===== src/rtl/pipeline_hazard_ctrl_if.sv =====
// Hazard-control bundle between the pipeline datapath and the hazard sequencer.
// The master side drives the stage tags; the slave side returns enables, selects and debug state.
interface pipeline_hazard_ctrl_if #(
    parameter int CNT_W = 16
);
    logic [3:0]       ID_Rn;
    logic [3:0]       ID_Rm;
    logic             ID_uses_Rn;
    logic             ID_uses_Rm;
    logic [3:0]       EX_Rd;
    logic             EX_RF_enable;
    logic             EX_load_instr;
    logic [3:0]       MEM_Rd;
    logic             MEM_RF_enable;
    logic             MEM_Enable_signal;
    logic             mem_ready;
    logic [3:0]       WB_Rd;
    logic             WB_RF_enable;
    logic             branch_taken;
    logic             PC_LE;
    logic             IF_ID_LE;
    logic             IF_ID_R;
    logic             CU_S;
    logic             pipe_hold;
    logic [1:0]       fwd_a;
    logic [1:0]       fwd_b;
    logic             mem_error;
    logic [CNT_W-1:0] stall_count;
    logic [CNT_W-1:0] flush_count;

    modport master (
        output ID_Rn, ID_Rm, ID_uses_Rn, ID_uses_Rm,
        output EX_Rd, EX_RF_enable, EX_load_instr,
        output MEM_Rd, MEM_RF_enable, MEM_Enable_signal, mem_ready,
        output WB_Rd, WB_RF_enable, branch_taken,
        input  PC_LE, IF_ID_LE, IF_ID_R, CU_S, pipe_hold, fwd_a, fwd_b,
        input  mem_error, stall_count, flush_count
    );

    modport slave (
        input  ID_Rn, ID_Rm, ID_uses_Rn, ID_uses_Rm,
        input  EX_Rd, EX_RF_enable, EX_load_instr,
        input  MEM_Rd, MEM_RF_enable, MEM_Enable_signal, mem_ready,
        input  WB_Rd, WB_RF_enable, branch_taken,
        output PC_LE, IF_ID_LE, IF_ID_R, CU_S, pipe_hold, fwd_a, fwd_b,
        output mem_error, stall_count, flush_count
    );
endinterface


===== src/rtl/pipeline_hazard_ctrl.sv =====
// Hazard sequencer for the 5-stage pipeline: stall/flush/bubble enables, memory-wait hold
// with timeout, operand forwarding selects and saturating debug counters.
module pipeline_hazard_ctrl #(
    parameter int MEM_TIMEOUT = 16,
    parameter int CNT_W       = 16
) (
    input  logic                 clk,
    input  logic                 R,
    pipeline_hazard_ctrl_if.slave hz
);
    localparam int WCW = $clog2(MEM_TIMEOUT + 1);
    localparam logic [WCW-1:0] TMO = WCW'(MEM_TIMEOUT);

    typedef enum logic [1:0] {ST_RUN, ST_MEM_WAIT, ST_MEM_ERR} state_t;

    state_t           state_q, state_d;
    logic [WCW-1:0]   wait_cnt_q, wait_cnt_d;
    logic             mem_err_q, mem_err_d;
    logic [CNT_W-1:0] stall_q, flush_q;

    logic       pc_le, ifid_le, ifid_r, cu_s, hold;
    logic       load_use, mem_wait;
    logic [1:0] fwd_a, fwd_b;

    function automatic logic [CNT_W-1:0] sat_inc(input logic [CNT_W-1:0] v);
        return (&v) ? v : v + 1'b1;
    endfunction

    // R15 is the PC and is never forwarded; EX results from loads are not ready yet.
    function automatic logic [1:0] fwd_sel(input logic [3:0] src, input logic uses);
        if (src == 4'd15)                                                  return 2'b00;
        if (uses && hz.EX_RF_enable && !hz.EX_load_instr && hz.EX_Rd == src) return 2'b01;
        if (hz.MEM_RF_enable && hz.MEM_Rd == src)                          return 2'b10;
        if (hz.WB_RF_enable && hz.WB_Rd == src)                            return 2'b11;
        return 2'b00;
    endfunction

    assign mem_wait = hz.MEM_Enable_signal & ~hz.mem_ready;
    assign load_use = hz.EX_load_instr & hz.EX_RF_enable &
                      ((hz.ID_uses_Rn & (hz.EX_Rd == hz.ID_Rn) & (hz.ID_Rn != 4'd15)) |
                       (hz.ID_uses_Rm & (hz.EX_Rd == hz.ID_Rm) & (hz.ID_Rm != 4'd15)));

    always_comb begin
        pc_le      = 1'b1;
        ifid_le    = 1'b1;
        ifid_r     = 1'b0;
        cu_s       = 1'b0;
        hold       = 1'b0;
        state_d    = state_q;
        wait_cnt_d = wait_cnt_q;
        mem_err_d  = mem_err_q;
        case (state_q)
            ST_MEM_WAIT: begin
                if (hz.mem_ready) begin
                    state_d = ST_RUN;
                end else if (wait_cnt_q == TMO) begin
                    mem_err_d = 1'b1;
                    state_d   = ST_MEM_ERR;
                end else begin
                    pc_le      = 1'b0;
                    ifid_le    = 1'b0;
                    hold       = 1'b1;
                    wait_cnt_d = wait_cnt_q + 1'b1;
                end
            end
            default: begin
                // ST_MEM_ERR shares RUN behaviour but never starts another memory hold.
                if (mem_wait && state_q == ST_RUN) begin
                    pc_le      = 1'b0;
                    ifid_le    = 1'b0;
                    hold       = 1'b1;
                    state_d    = ST_MEM_WAIT;
                    wait_cnt_d = WCW'(1);
                end else if (load_use) begin
                    pc_le   = 1'b0;
                    ifid_le = 1'b0;
                    cu_s    = 1'b1;
                end else if (hz.branch_taken) begin
                    ifid_r = 1'b1;
                end
            end
        endcase
        if (R) begin
            pc_le      = 1'b1;
            ifid_le    = 1'b1;
            ifid_r     = 1'b0;
            cu_s       = 1'b0;
            hold       = 1'b0;
            state_d    = ST_RUN;
            wait_cnt_d = '0;
            mem_err_d  = 1'b0;
        end
    end

    assign fwd_a = R ? 2'b00 : fwd_sel(hz.ID_Rn, hz.ID_uses_Rn);
    assign fwd_b = R ? 2'b00 : fwd_sel(hz.ID_Rm, hz.ID_uses_Rm);

    always_ff @(posedge clk) begin
        if (R) begin
            stall_q <= '0;
            flush_q <= '0;
        end else begin
            if (!pc_le) stall_q <= sat_inc(stall_q);
            if (ifid_r) flush_q <= sat_inc(flush_q);
        end
        state_q    <= state_d;
        wait_cnt_q <= wait_cnt_d;
        mem_err_q  <= mem_err_d;
    end

    assign hz.PC_LE       = pc_le;
    assign hz.IF_ID_LE    = ifid_le;
    assign hz.IF_ID_R     = ifid_r;
    assign hz.CU_S        = cu_s;
    assign hz.pipe_hold   = hold;
    assign hz.fwd_a       = fwd_a;
    assign hz.fwd_b       = fwd_b;
    assign hz.mem_error   = mem_err_q;
    assign hz.stall_count = stall_q;
    assign hz.flush_count = flush_q;
endmodule

===== src/flat_wrapper.sv =====
// flat-port wrapper written by rule: the top's interface ports become plain ports
module pipeline_hazard_ctrl_flat 
#(
    parameter int MEM_TIMEOUT = 16,
    parameter int CNT_W       = 16
)
  (clk, R, hz_ID_Rn, hz_ID_Rm, hz_ID_uses_Rn, hz_ID_uses_Rm, hz_EX_Rd, hz_EX_RF_enable, hz_EX_load_instr, hz_MEM_Rd, hz_MEM_RF_enable, hz_MEM_Enable_signal, hz_mem_ready, hz_WB_Rd, hz_WB_RF_enable, hz_branch_taken, hz_PC_LE, hz_IF_ID_LE, hz_IF_ID_R, hz_CU_S, hz_pipe_hold, hz_fwd_a, hz_fwd_b, hz_mem_error, hz_stall_count, hz_flush_count);
  pipeline_hazard_ctrl_if #(.CNT_W(CNT_W)) hz_i ();
  input  logic clk;
  input  logic R;
  input wire logic [$bits(hz_i.ID_Rn)-1:0] hz_ID_Rn;
  input wire logic [$bits(hz_i.ID_Rm)-1:0] hz_ID_Rm;
  input wire logic [$bits(hz_i.ID_uses_Rn)-1:0] hz_ID_uses_Rn;
  input wire logic [$bits(hz_i.ID_uses_Rm)-1:0] hz_ID_uses_Rm;
  input wire logic [$bits(hz_i.EX_Rd)-1:0] hz_EX_Rd;
  input wire logic [$bits(hz_i.EX_RF_enable)-1:0] hz_EX_RF_enable;
  input wire logic [$bits(hz_i.EX_load_instr)-1:0] hz_EX_load_instr;
  input wire logic [$bits(hz_i.MEM_Rd)-1:0] hz_MEM_Rd;
  input wire logic [$bits(hz_i.MEM_RF_enable)-1:0] hz_MEM_RF_enable;
  input wire logic [$bits(hz_i.MEM_Enable_signal)-1:0] hz_MEM_Enable_signal;
  input wire logic [$bits(hz_i.mem_ready)-1:0] hz_mem_ready;
  input wire logic [$bits(hz_i.WB_Rd)-1:0] hz_WB_Rd;
  input wire logic [$bits(hz_i.WB_RF_enable)-1:0] hz_WB_RF_enable;
  input wire logic [$bits(hz_i.branch_taken)-1:0] hz_branch_taken;
  output wire logic [$bits(hz_i.PC_LE)-1:0] hz_PC_LE;
  output wire logic [$bits(hz_i.IF_ID_LE)-1:0] hz_IF_ID_LE;
  output wire logic [$bits(hz_i.IF_ID_R)-1:0] hz_IF_ID_R;
  output wire logic [$bits(hz_i.CU_S)-1:0] hz_CU_S;
  output wire logic [$bits(hz_i.pipe_hold)-1:0] hz_pipe_hold;
  output wire logic [$bits(hz_i.fwd_a)-1:0] hz_fwd_a;
  output wire logic [$bits(hz_i.fwd_b)-1:0] hz_fwd_b;
  output wire logic [$bits(hz_i.mem_error)-1:0] hz_mem_error;
  output wire logic [$bits(hz_i.stall_count)-1:0] hz_stall_count;
  output wire logic [$bits(hz_i.flush_count)-1:0] hz_flush_count;
  assign hz_i.ID_Rn = hz_ID_Rn;
  assign hz_i.ID_Rm = hz_ID_Rm;
  assign hz_i.ID_uses_Rn = hz_ID_uses_Rn;
  assign hz_i.ID_uses_Rm = hz_ID_uses_Rm;
  assign hz_i.EX_Rd = hz_EX_Rd;
  assign hz_i.EX_RF_enable = hz_EX_RF_enable;
  assign hz_i.EX_load_instr = hz_EX_load_instr;
  assign hz_i.MEM_Rd = hz_MEM_Rd;
  assign hz_i.MEM_RF_enable = hz_MEM_RF_enable;
  assign hz_i.MEM_Enable_signal = hz_MEM_Enable_signal;
  assign hz_i.mem_ready = hz_mem_ready;
  assign hz_i.WB_Rd = hz_WB_Rd;
  assign hz_i.WB_RF_enable = hz_WB_RF_enable;
  assign hz_i.branch_taken = hz_branch_taken;
  assign hz_PC_LE = hz_i.PC_LE;
  assign hz_IF_ID_LE = hz_i.IF_ID_LE;
  assign hz_IF_ID_R = hz_i.IF_ID_R;
  assign hz_CU_S = hz_i.CU_S;
  assign hz_pipe_hold = hz_i.pipe_hold;
  assign hz_fwd_a = hz_i.fwd_a;
  assign hz_fwd_b = hz_i.fwd_b;
  assign hz_mem_error = hz_i.mem_error;
  assign hz_stall_count = hz_i.stall_count;
  assign hz_flush_count = hz_i.flush_count;
  pipeline_hazard_ctrl #(.MEM_TIMEOUT(MEM_TIMEOUT), .CNT_W(CNT_W)) u_core (.clk(clk), .R(R), .hz(hz_i));
endmodule

===== config.mk =====
export PLATFORM = sky130hd
export DESIGN_NAME = pipeline_hazard_ctrl_flat
export DESIGN_NICKNAME = d
export VERILOG_FILES = /design/src/rtl/pipeline_hazard_ctrl_if.sv /design/src/rtl/pipeline_hazard_ctrl.sv /design/src/flat_wrapper.sv
export SDC_FILE = /design/constraint.sdc
export NUM_CORES = 1
export LEC_CHECK = 0
export BUFFER_PORTS_ARGS = -buffer_cell sky130_fd_sc_hd__buf_2
export CAP_MARGIN = 30
export CORE_MARGIN = 1.5
export CORE_UTILIZATION = 25
export DETAILED_ROUTE_END_ITERATION = 10
export GPL_TIMING_DRIVEN = 0
export PLACE_DENSITY_LB_ADDON = 0.2
export SLEW_MARGIN = 20
export SYNTH_ARGS = -nofsm -noshare
export SYNTH_HDL_FRONTEND = slang
export SYNTH_SLANG_ARGS = --single-unit
export TNS_END_PERCENT = 5

===== constraint.sdc =====
create_clock -name clk -period 4.4 [get_ports clk]
set_input_delay 0.44 -clock clk [delete_from_list [all_inputs] [get_ports clk]]
set_output_delay 0.44 -clock clk [all_outputs]
set_load 0.005 [all_outputs]

==> impl_metrics.json, run 1 <==
{
  "status": "finished, final reports clean",
  "place_congestion": 0.797,
  "synth_common_cells": "40 x dfxtp_1, 26 x nor2_1, 25 x xor2_1, 19 x nand3_1",
  "period_share_pct": 65.6,
  "rr_worst_depth": 8,
  "grt_first_pass_wirelength_mm": 11.2,
  "htreeDepth": 2,
  "start_util_pct": 25.4,
  "total_power_mw": 0.803,
  "skew_ns": 0.00766,
  "grt_max_degree": 15,
  "die-width_um": 102,
  "critPathArrivalTime_ns": 2.44,
  "dpl.hpwl_mm": 5.24,
  "dr.pass1.iters": 4,
  "worstMarginPinSlew_ns": 0.561,
  "maxCapViolations": 0,
  "synth_edf_count": 0,
  "fin_setup_tns_ns": 0,
  "cp_common_cell": "inv_1",
  "area_growth_pct": 26.1,
  "rsz0062_at_grt": "false",
  "netlist_area_um2": 2460,
  "cts.sinks": 40,
  "path_cells": "inv_1 -> ha_1 -> and4bb_1 -> o211a_1 -> or2_2 -> a31oi_4 -> inv_1 -> buf_4 -> buf_2",
  "synth.area.top_cells": "dfxtp_1 33%, xor2_1 8.9%, nor2_1 4.0%",
  "grt_use_total_pct": 13.3,
  "path_depth": 9,
  "vias": 2415,
  "ant_nets": 0,
  "wl_per_cell_um": 13.3,
  "cts-resized-gates": 0,
  "wirelength_mm": 6.82,
  "clockBufferDepth": 2,
  "synth_flop_cell": "dfxtp_1",
  "grt_overflow_total": 0,
  "hold_buffers": 0,
  "start_kind": "flop",
  "slew_headroom_pct": 62.6,
  "synth-warning-count": 0,
  "synth-seq-cells": 40,
  "worst_path_max_delay_cell": "dfxtp_1",
  "synth_most_common_cell": "dfxtp_1",
  "finalSetupViolCount": 0,
  "synth.distinct_cells": 47,
  "n_fill_cell": 1043,
  "grt_antenna_before_repair": 0,
  "synth_seq_area_share_pct": 32.5,
  "io_buffers": 72,
  "diodes": 0,
  "end_kind": "primary output",
  "post-route-min-period_ns": 2.88,
  "clk-insertion-delay-late_ns": 0.29,
  "syn_nets": 333,
  "hold_violations": 0,
  "cts_tree": "built",
  "nets": 412,
  "yosysTopAreaCellShare_pct": 32.5,
  "route.detailed.drc": 0,
  "final_area_um2": 3110,
  "placed_area_um2": 2990,
  "clk_pin_slew_ns": 0.09,
  "path_class": "flop to primary output",
  "grt_pass1_vias": 2342,
  "crit_buf_inv": 4,
  "drtIter0Drc": 57,
  "p_leak_nw": 1.28,
  "crit_path_max_incr_delay_ns": 0.40,
  "coreArea_um2": 9680,
  "numCtsBuffers": 5,
  "fp-row-count": 36,
  "peakVddDrop_v": 0.0000987,
  "die_h_um": 102,
  "floorplan.io_pins": 73,
  "post-cts-setup-buffer-count": 0,
  "fmax_mhz": 347,
  "drive_gt1_share_pct": 28.3,
  "p_per_area_nw_per_um2": 259,
  "vias_per_cell": 4.73,
  "crit_family": "simple AND/OR/NAND/NOR gates",
  "slew_viol_final": 0,
  "die_area_um2": 10500,
  "synthCells": 298,
  "synth_largest_area_cell": "dfxtp_1",
  "root_buffer": "clkbuf_8",
  "worst-path-max-fanout": 7,
  "required_ns": 3.96,
  "holdPathStages": 3,
  "async_flop_share_pct": 0,
  "min_path_type": "input port to flop",
  "postSynthAreaPerCell_um2": 8.27
}
power breakdown:
part	total, mW	internal, mW	switching, mW
logic	0.116	0.0472	0.0686
clock network	0.315	0.171	0.144
registers	0.372	0.366	0.00589
total	0.803	0.585	0.218
path summary, 6_finish.rpt:
path / from / to / slack [ns]
max reg2reg: u_core.wait_cnt_q[0] / u_core.hz.stall_count[13] / 1.97
min reg2reg: u_core.hz.mem_error / u_core.hz.mem_error / 0.47
max: u_core.wait_cnt_q[0] / hz_PC_LE / 1.52
min: hz_MEM_Enable_signal / u_core.state_q[0] / 0.43
registers in the layout, summed over array words and instances, names as in the netlist:
signal,cells
u_core.state_q,2
u_core.hz.mem_error,1
u_core.wait_cnt_q,5
u_core.hz.flush_count,16
u_core.hz.stall_count,16
cell families (layout without fill, tap and decap cells):
family | after synthesis | count (layout) | synth area share [%]
mux | 8 | 8 | 3.61
buf+inv | 21 | 101 | 3.86
compound gates | 57 | 57 | 16.5
flops | 40 | 40 | 32.5
simple gates | 139 | 139 | 31.2
xor+xnor | 29 | 29 | 10.3
fa+ha+maj | 4 | 4 | 2.03
final cells by class:
type                       instances  area (um2)  area share, %
clock inverter                     3        46.3           1.49
sequential                        40         801           25.8
clock buffer                       5        68.8           2.22
inverter                          10        37.5           1.21
multi-input combinational        237        1570           50.5
buffer                            11        57.6           1.85
tap                              133         166           5.36
timing repair buffer              72         360           11.6
placed cells by master (no fill, tap or decap), drive strengths merged, types with 5 or more instances in the layout:
master	synthesis	layout
a21oi	18	18
and3	14	14
buf	6	78
clkbuf	5	10
dfxtp	40	40
inv	10	11
mux2	7	7
nand2	18	18
nand3	19	19
nand4	13	13
nor2	31	31
nor2b	10	10
nor3	7	7
nor4	5	5
o21ai	13	13
o311ai	5	5
o31ai	7	7
or3	12	12
xor2	25	25
metrics by stage:
step	setup slack, ns	utilization (%)	std cells	hold WS [ns]
final	1.52	32.1	511	0.430
after global routing	1.39	32.1	511	0.460
after CTS	1.50	32.1	511	0.424
after detailed placement	1.84	30.9	503	0.460
after global placement	1.86	30.9	503	0.458
after floorplan	2.16	-	298	0.455
tightest hold or removal path, stage by stage:
cell and delay [ns]:
buf_2 0.10, nand2_1 0.07, a21oi_1 0.06
layer usage:
| layer | vias up | global-route usage (%) | routed length, um |
|---|---|---|---|
| met5 | - | 0 | 0 |
| met4 | 0 | 3.16 | 72 |
| met3 | 8 | 2.94 | 334 |
| met2 | 63 | 21.6 | 3090 |
| met1 | 1096 | 18.0 | 3320 |
| li1 | 1248 | - | - |
(Power assumes the default switching activity.)
==> run 2: changes to the inputs <==
==> constraint.sdc (replaced) <==
create_clock -name clk -period 2.5 [get_ports clk]
set_input_delay 0.25 -clock clk [delete_from_list [all_inputs] [get_ports clk]]
set_output_delay 0.25 -clock clk [all_outputs]
set_load 0.005 [all_outputs]
==> run 2 against run 1 <==
Compared with the run above: design area is 0.89% higher; register-to-register slack lost 1.8 ns; flip-flop and latch count unchanged; largest cell class unchanged; sequential share of layout area shrank 0.15 points; clock skew hardly changed; highest routed layer unchanged; largest power group unchanged; utilization rose by 0.28 points; non-clock buffer count increased by 3; sequential power up 76%; cell count grew 0.59%.
==> impl_metrics.json, run 2 (same netlist as run 1, synthesis figures left out) <==
{
  "end_kind": "primary output",
  "slew_viol_final": 0,
  "route.detailed.drc": 0,
  "cts.sinks": 40,
  "rsz0062_at_grt": "false",
  "grt_first_pass_wirelength_mm": 11.2,
  "r2r_end": "u_core.hz.stall_count[2]",
  "worstMarginPinSlew_ns": 0.560,
  "p_per_area_nw_per_um2": 453,
  "timing.final.ws_setup_ns": 0.108,
  "place_congestion": 0.797,
  "clk_pin_slew_ns": 0.09,
  "path_depth": 9,
  "wirelength_mm": 6.81,
  "clk-insertion-delay-late_ns": 0.29,
  "critPathArrivalTime_ns": 2.14,
  "vias": 2438,
  "timing.rr.start": "u_core.wait_cnt_q[0]",
  "ant_nets": 0,
  "coreArea_um2": 9680,
  "die-width_um": 102,
  "path_class": "flop to primary output",
  "grt_overflow_total": 0,
  "crit_buf_inv": 4,
  "min_path_type": "input port to flop",
  "status": "finished, final reports clean",
  "post-route-min-period_ns": 2.39,
  "area_growth_pct": 27.2,
  "p_leak_nw": 1.30,
  "root_buffer": "clkbuf_8",
  "drive_gt1_share_pct": 29.9,
  "die_area_um2": 10500,
  "vias_per_cell": 4.74,
  "drtIter0Drc": 62,
  "die_h_um": 102,
  "htreeDepth": 2,
  "finalSetupViolCount": 0,
  "path_cells": "inv_1 -> ha_1 -> and4bb_2 -> o211a_1 -> or2_4 -> a31oi_4 -> inv_2 -> buf_4 -> buf_2",
  "grt_pass1_vias": 2351,
  "dpl.hpwl_mm": 5.24,
  "start_util_pct": 25.4,
  "slew_headroom_pct": 62.7,
  "peakVddDrop_v": 0.000175,
  "rr_worst_depth": 10,
  "final_cell_mix": "76 x buf_2, 38 x dfxtp_1, 26 x nor2_1, 25 x xor2_1, 19 x nand3_1",
  "numCtsBuffers": 5,
  "io_buffers": 72,
  "utilization_pct": 32.4,
  "required_ns": 2.25,
  "post-place-ws_ns": 0.0890,
  "grt_antenna_before_repair": 0,
  "period_share_pct": 95.7,
  "worst_path_max_delay_cell": "dfxtp_2",
  "diodes": 0,
  "total_power_mw": 1.42,
  "crit_family": "simple AND/OR/NAND/NOR gates",
  "grt_use_total_pct": 13.3,
  "dr.pass1.iters": 4,
  "worst-path-max-fanout": 4,
  "ff2ff_setup_slack_ns": 0.14,
  "crit_start": "u_core.wait_cnt_q[0]",
  "fin_setup_tns_ns": 0,
  "hold_buffers": 0,
  "fmax_mhz": 418,
  "floorplan.io_pins": 73,
  "nets": 415,
  "hold-worst-slack_ns": 0.238,
  "grt_max_degree": 15,
  "maxCapViolations": 0,
  "crit_end": "hz_PC_LE",
  "final_common_cell": "buf_2",
  "crit_path_max_incr_delay_ns": 0.37,
  "cts_tree": "built",
  "clockBufferDepth": 2,
  "hold_violations": 0,
  "wl_per_cell_um": 13.2,
  "start_kind": "flop",
  "skew_ns": 0.00753,
  "fp-row-count": 36
}
[run 2: area by class of cell]
type                    count  area [um2]
flip-flops and latches     40         803
multi-input cells         237        1570
plain buffers              11        57.6
fillers                  1038        6550
clock inverters             3        46.3
repair buffers             75         383
well taps                 133         166
inverters                  10        37.5
clock buffers               5        68.8
[run 2: worst min path at each step]
stage / cells past startpoint / slack [ns] / endpoint / from
floorplan: 2 / 0.41 / u_core.state_q[0] / hz_MEM_Enable_signal
global placement: 2 / 0.46 / u_core.hz.mem_error / u_core.hz.mem_error
detailed placement: 2 / 0.46 / u_core.hz.mem_error / u_core.hz.mem_error
CTS: 3 / 0.23 / u_core.state_q[0] / hz_MEM_Enable_signal
global route: 3 / 0.27 / u_core.state_q[0] / hz_MEM_Enable_signal
finish: 3 / 0.24 / u_core.state_q[0] / hz_MEM_Enable_signal
[run 2: worst min-delay path: cells and delay by family]
family / cells / cell delay (ns)
AOI/OAI and AO/OA: 1 / 0.06
buffers and inverters: 1 / 0.10
and+or+nand+nor: 1 / 0.07
[run 2: timing repair]
action / 4_1_cts / 5_1_grt
buffers inserted: 1 / 2
resized for setup: 2 / 3
endpoints found under the setup margin: 2 / 1
pin swaps: 0 / 1
[run 2: stage by stage]
stage | instances | instance area, um2
4_1_cts | 512 | 3120
2_1_floorplan | 298 | 2460
5_1_grt | 514 | 3130
3_3_place_gp | 503 | 2990
6_report | 514 | 3130
3_5_place_dp | 503 | 2990
[run 2: power by group]
| part | total, mW | switching [mW] | internal (mW) |
|---|---|---|---|
| Sequential | 0.656 | 0.0103 | 0.645 |
| Clock | 0.552 | 0.251 | 0.301 |
| Combinational | 0.211 | 0.122 | 0.0884 |
[run 2: per-layer routing]
| metal | GRT usage, % | wire, um | up-vias |
|---|---|---|---|
| met5 | 0 | 0 | - |
| met4 | 3.16 | 82 | 0 |
| met3 | 2.94 | 364 | 9 |
| met2 | 21.7 | 3120 | 66 |
| met1 | 18.0 | 3240 | 1110 |
| li1 | - | - | 1253 |
==> run 3: changes to the inputs <==
==> constraint.sdc (replaced) <==
create_clock -name clk -period 2.6 [get_ports clk]
set_input_delay 0.26 -clock clk [delete_from_list [all_inputs] [get_ports clk]]
set_output_delay 0.26 -clock clk [all_outputs]
set_load 0.005 [all_outputs]
==> run 3 against run 2 <==
Compared with the run above: clock power is 3.8% lower; critical path depth stayed put; global-route usage stayed put; sequential power is 4.0% lower; utilization is 0.16 points lower; critical endpoint unchanged.
==> impl_metrics.json, run 3 (same netlist as run 1, synthesis figures left out) <==
{
  "die_area_um2": 10500,
  "status": "finished, final reports clean",
  "wl_met3_um": 350,
  "m1WireLength_mm": 3.25,
  "final_area_um2": 3120,
  "drtIter0Drc": 52,
  "root_buffer": "clkbuf_8",
  "vias": 2436,
  "skew_ns": 0.00695,
  "area_growth_pct": 26.6,
  "path_cells": "inv_1 -> ha_1 -> and4bb_1 -> o211a_1 -> or2_4 -> a31oi_4 -> inv_1 -> buf_4 -> buf_2",
  "dr.pass1.iters": 4,
  "rsz0062_at_grt": "false",
  "p_per_area_nw_per_um2": 436,
  "clockBufferDepth": 2,
  "dpl.hpwl_mm": 5.24,
  "worst_path_max_delay_cell": "dfxtp_2",
  "crit_buf_inv": 4,
  "final_cell_mix": "76 x buf_2, 38 x dfxtp_1, 26 x nor2_1, 25 x xor2_1, 19 x nand3_1",
  "start_util_pct": 25.4,
  "die_h_um": 102,
  "cts_tree": "built",
  "dr.max_layer_used": "met4",
  "die-width_um": 102,
  "cts.sinks": 40,
  "end_kind": "primary output",
  "utilization_pct": 32.2,
  "htreeDepth": 2,
  "numCtsBuffers": 5,
  "critPathArrivalTime_ns": 2.19,
  "fin_setup_tns_ns": 0,
  "floorplan.io_pins": 73,
  "slew_headroom_pct": 63.1,
  "period_share_pct": 94.2,
  "finalSetupViolCount": 0,
  "ant_nets": 0,
  "worst-path-max-fanout": 4,
  "dr_wl_met2_mm": 3.11,
  "coreArea_um2": 9680,
  "crit_family": "simple AND/OR/NAND/NOR gates",
  "hold_violations": 0,
  "slew_viol_final": 0,
  "peakVddDrop_v": 0.000169,
  "nets": 413,
  "maxCapViolations": 0,
  "diodes": 0,
  "route.detailed.drc": 0,
  "fp-row-count": 36,
  "worstMarginPinSlew_ns": 0.553,
  "vias_per_cell": 4.76,
  "grt_first_pass_wirelength_mm": 11.2,
  "min_path_type": "input port to flop",
  "drive_gt1_share_pct": 29.0,
  "timing.rr.start": "u_core.wait_cnt_q[0]",
  "p_leak_nw": 1.29,
  "fmax_mhz": 408,
  "clk-insertion-delay-late_ns": 0.29,
  "grt_overflow_total": 0,
  "path_class": "flop to primary output",
  "hold-worst-slack_ns": 0.248,
  "place_congestion": 0.797,
  "wl_per_cell_um": 13.3,
  "grt_pass1_vias": 2346,
  "cp_common_cell": "inv_1",
  "crit_start": "u_core.wait_cnt_q[0]",
  "io_buffers": 72,
  "placed_area_um2": 2990,
  "grt_max_degree": 15,
  "clk_pin_slew_ns": 0.09,
  "grt_antenna_before_repair": 0,
  "wirelength_mm": 6.79,
  "grt_use_total_pct": 13.3,
  "crit_path_max_incr_delay_ns": 0.37,
  "post-route-min-period_ns": 2.45,
  "required_ns": 2.34,
  "hold_start": "hz_MEM_Enable_signal",
  "final_common_cell": "buf_2",
  "start_kind": "flop"
}
[run 3: cell types whose count changed in the layout (fill, tap and decap cells not counted), sizes merged]
cell | before | now
buf | 81 | 79
[run 3: tightest hold or removal path: stages]
cell and delay (ns):
buf_2 0.10, nand2_1 0.07, a21oi_1 0.06
[run 3: through the flow]
stage | power [mW] | setup slack (ns) | instances
5_1_grt | 1.43 | 0.0374 | 512
6_report | 1.36 | 0.150 | 512
2_1_floorplan | 0.760 | 0.423 | 298
3_3_place_gp | 0.841 | 0.216 | 503
3_5_place_dp | 0.842 | 0.189 | 503
4_1_cts | 1.38 | 0.00497 | 512
[run 3: worst paths after layout]
path,slack [ns],cells past startpoint,end
worst max-delay path,0.15,9,hz_PC_LE
worst min register to register,0.46,1,u_core.wait_cnt_q[0]
worst max register to register,0.28,9,u_core.hz.stall_count[13]
worst min-delay path,0.25,3,u_core.state_q[0]
[run 3: area by class of cell]
| cell class | count | area [um2] |
|---|---|---|
| fillers | 1041 | 6570 |
| multi-input cells | 237 | 1570 |
| flip-flops and latches | 40 | 803 |
| repair buffers | 73 | 368 |
| well taps | 133 | 166 |
| clock buffers | 5 | 68.8 |
| plain buffers | 11 | 57.6 |
| clock inverters | 3 | 46.3 |
| inverters | 10 | 37.5 |
[run 3: where the power goes]
group	switching (mW)	internal (mW)
sequential	0.00990	0.620
combinational	0.117	0.0819
clock	0.241	0.289
[run 3: metal layers]
layer / GRT usage (%) / vias to the layer above
met2: 21.7 / 62
li1: - / 1251
met1: 18.0 / 1114
met3: 2.94 / 9
met5: 0 / -
met4: 3.16 / 0
[run 3: repair_timing]
action                                  in CTS  in global routing
hold buffers                                 0                  0
resized for setup                            0                  3
endpoints found under the setup margin       2                  1
setup buffers                                1                  0
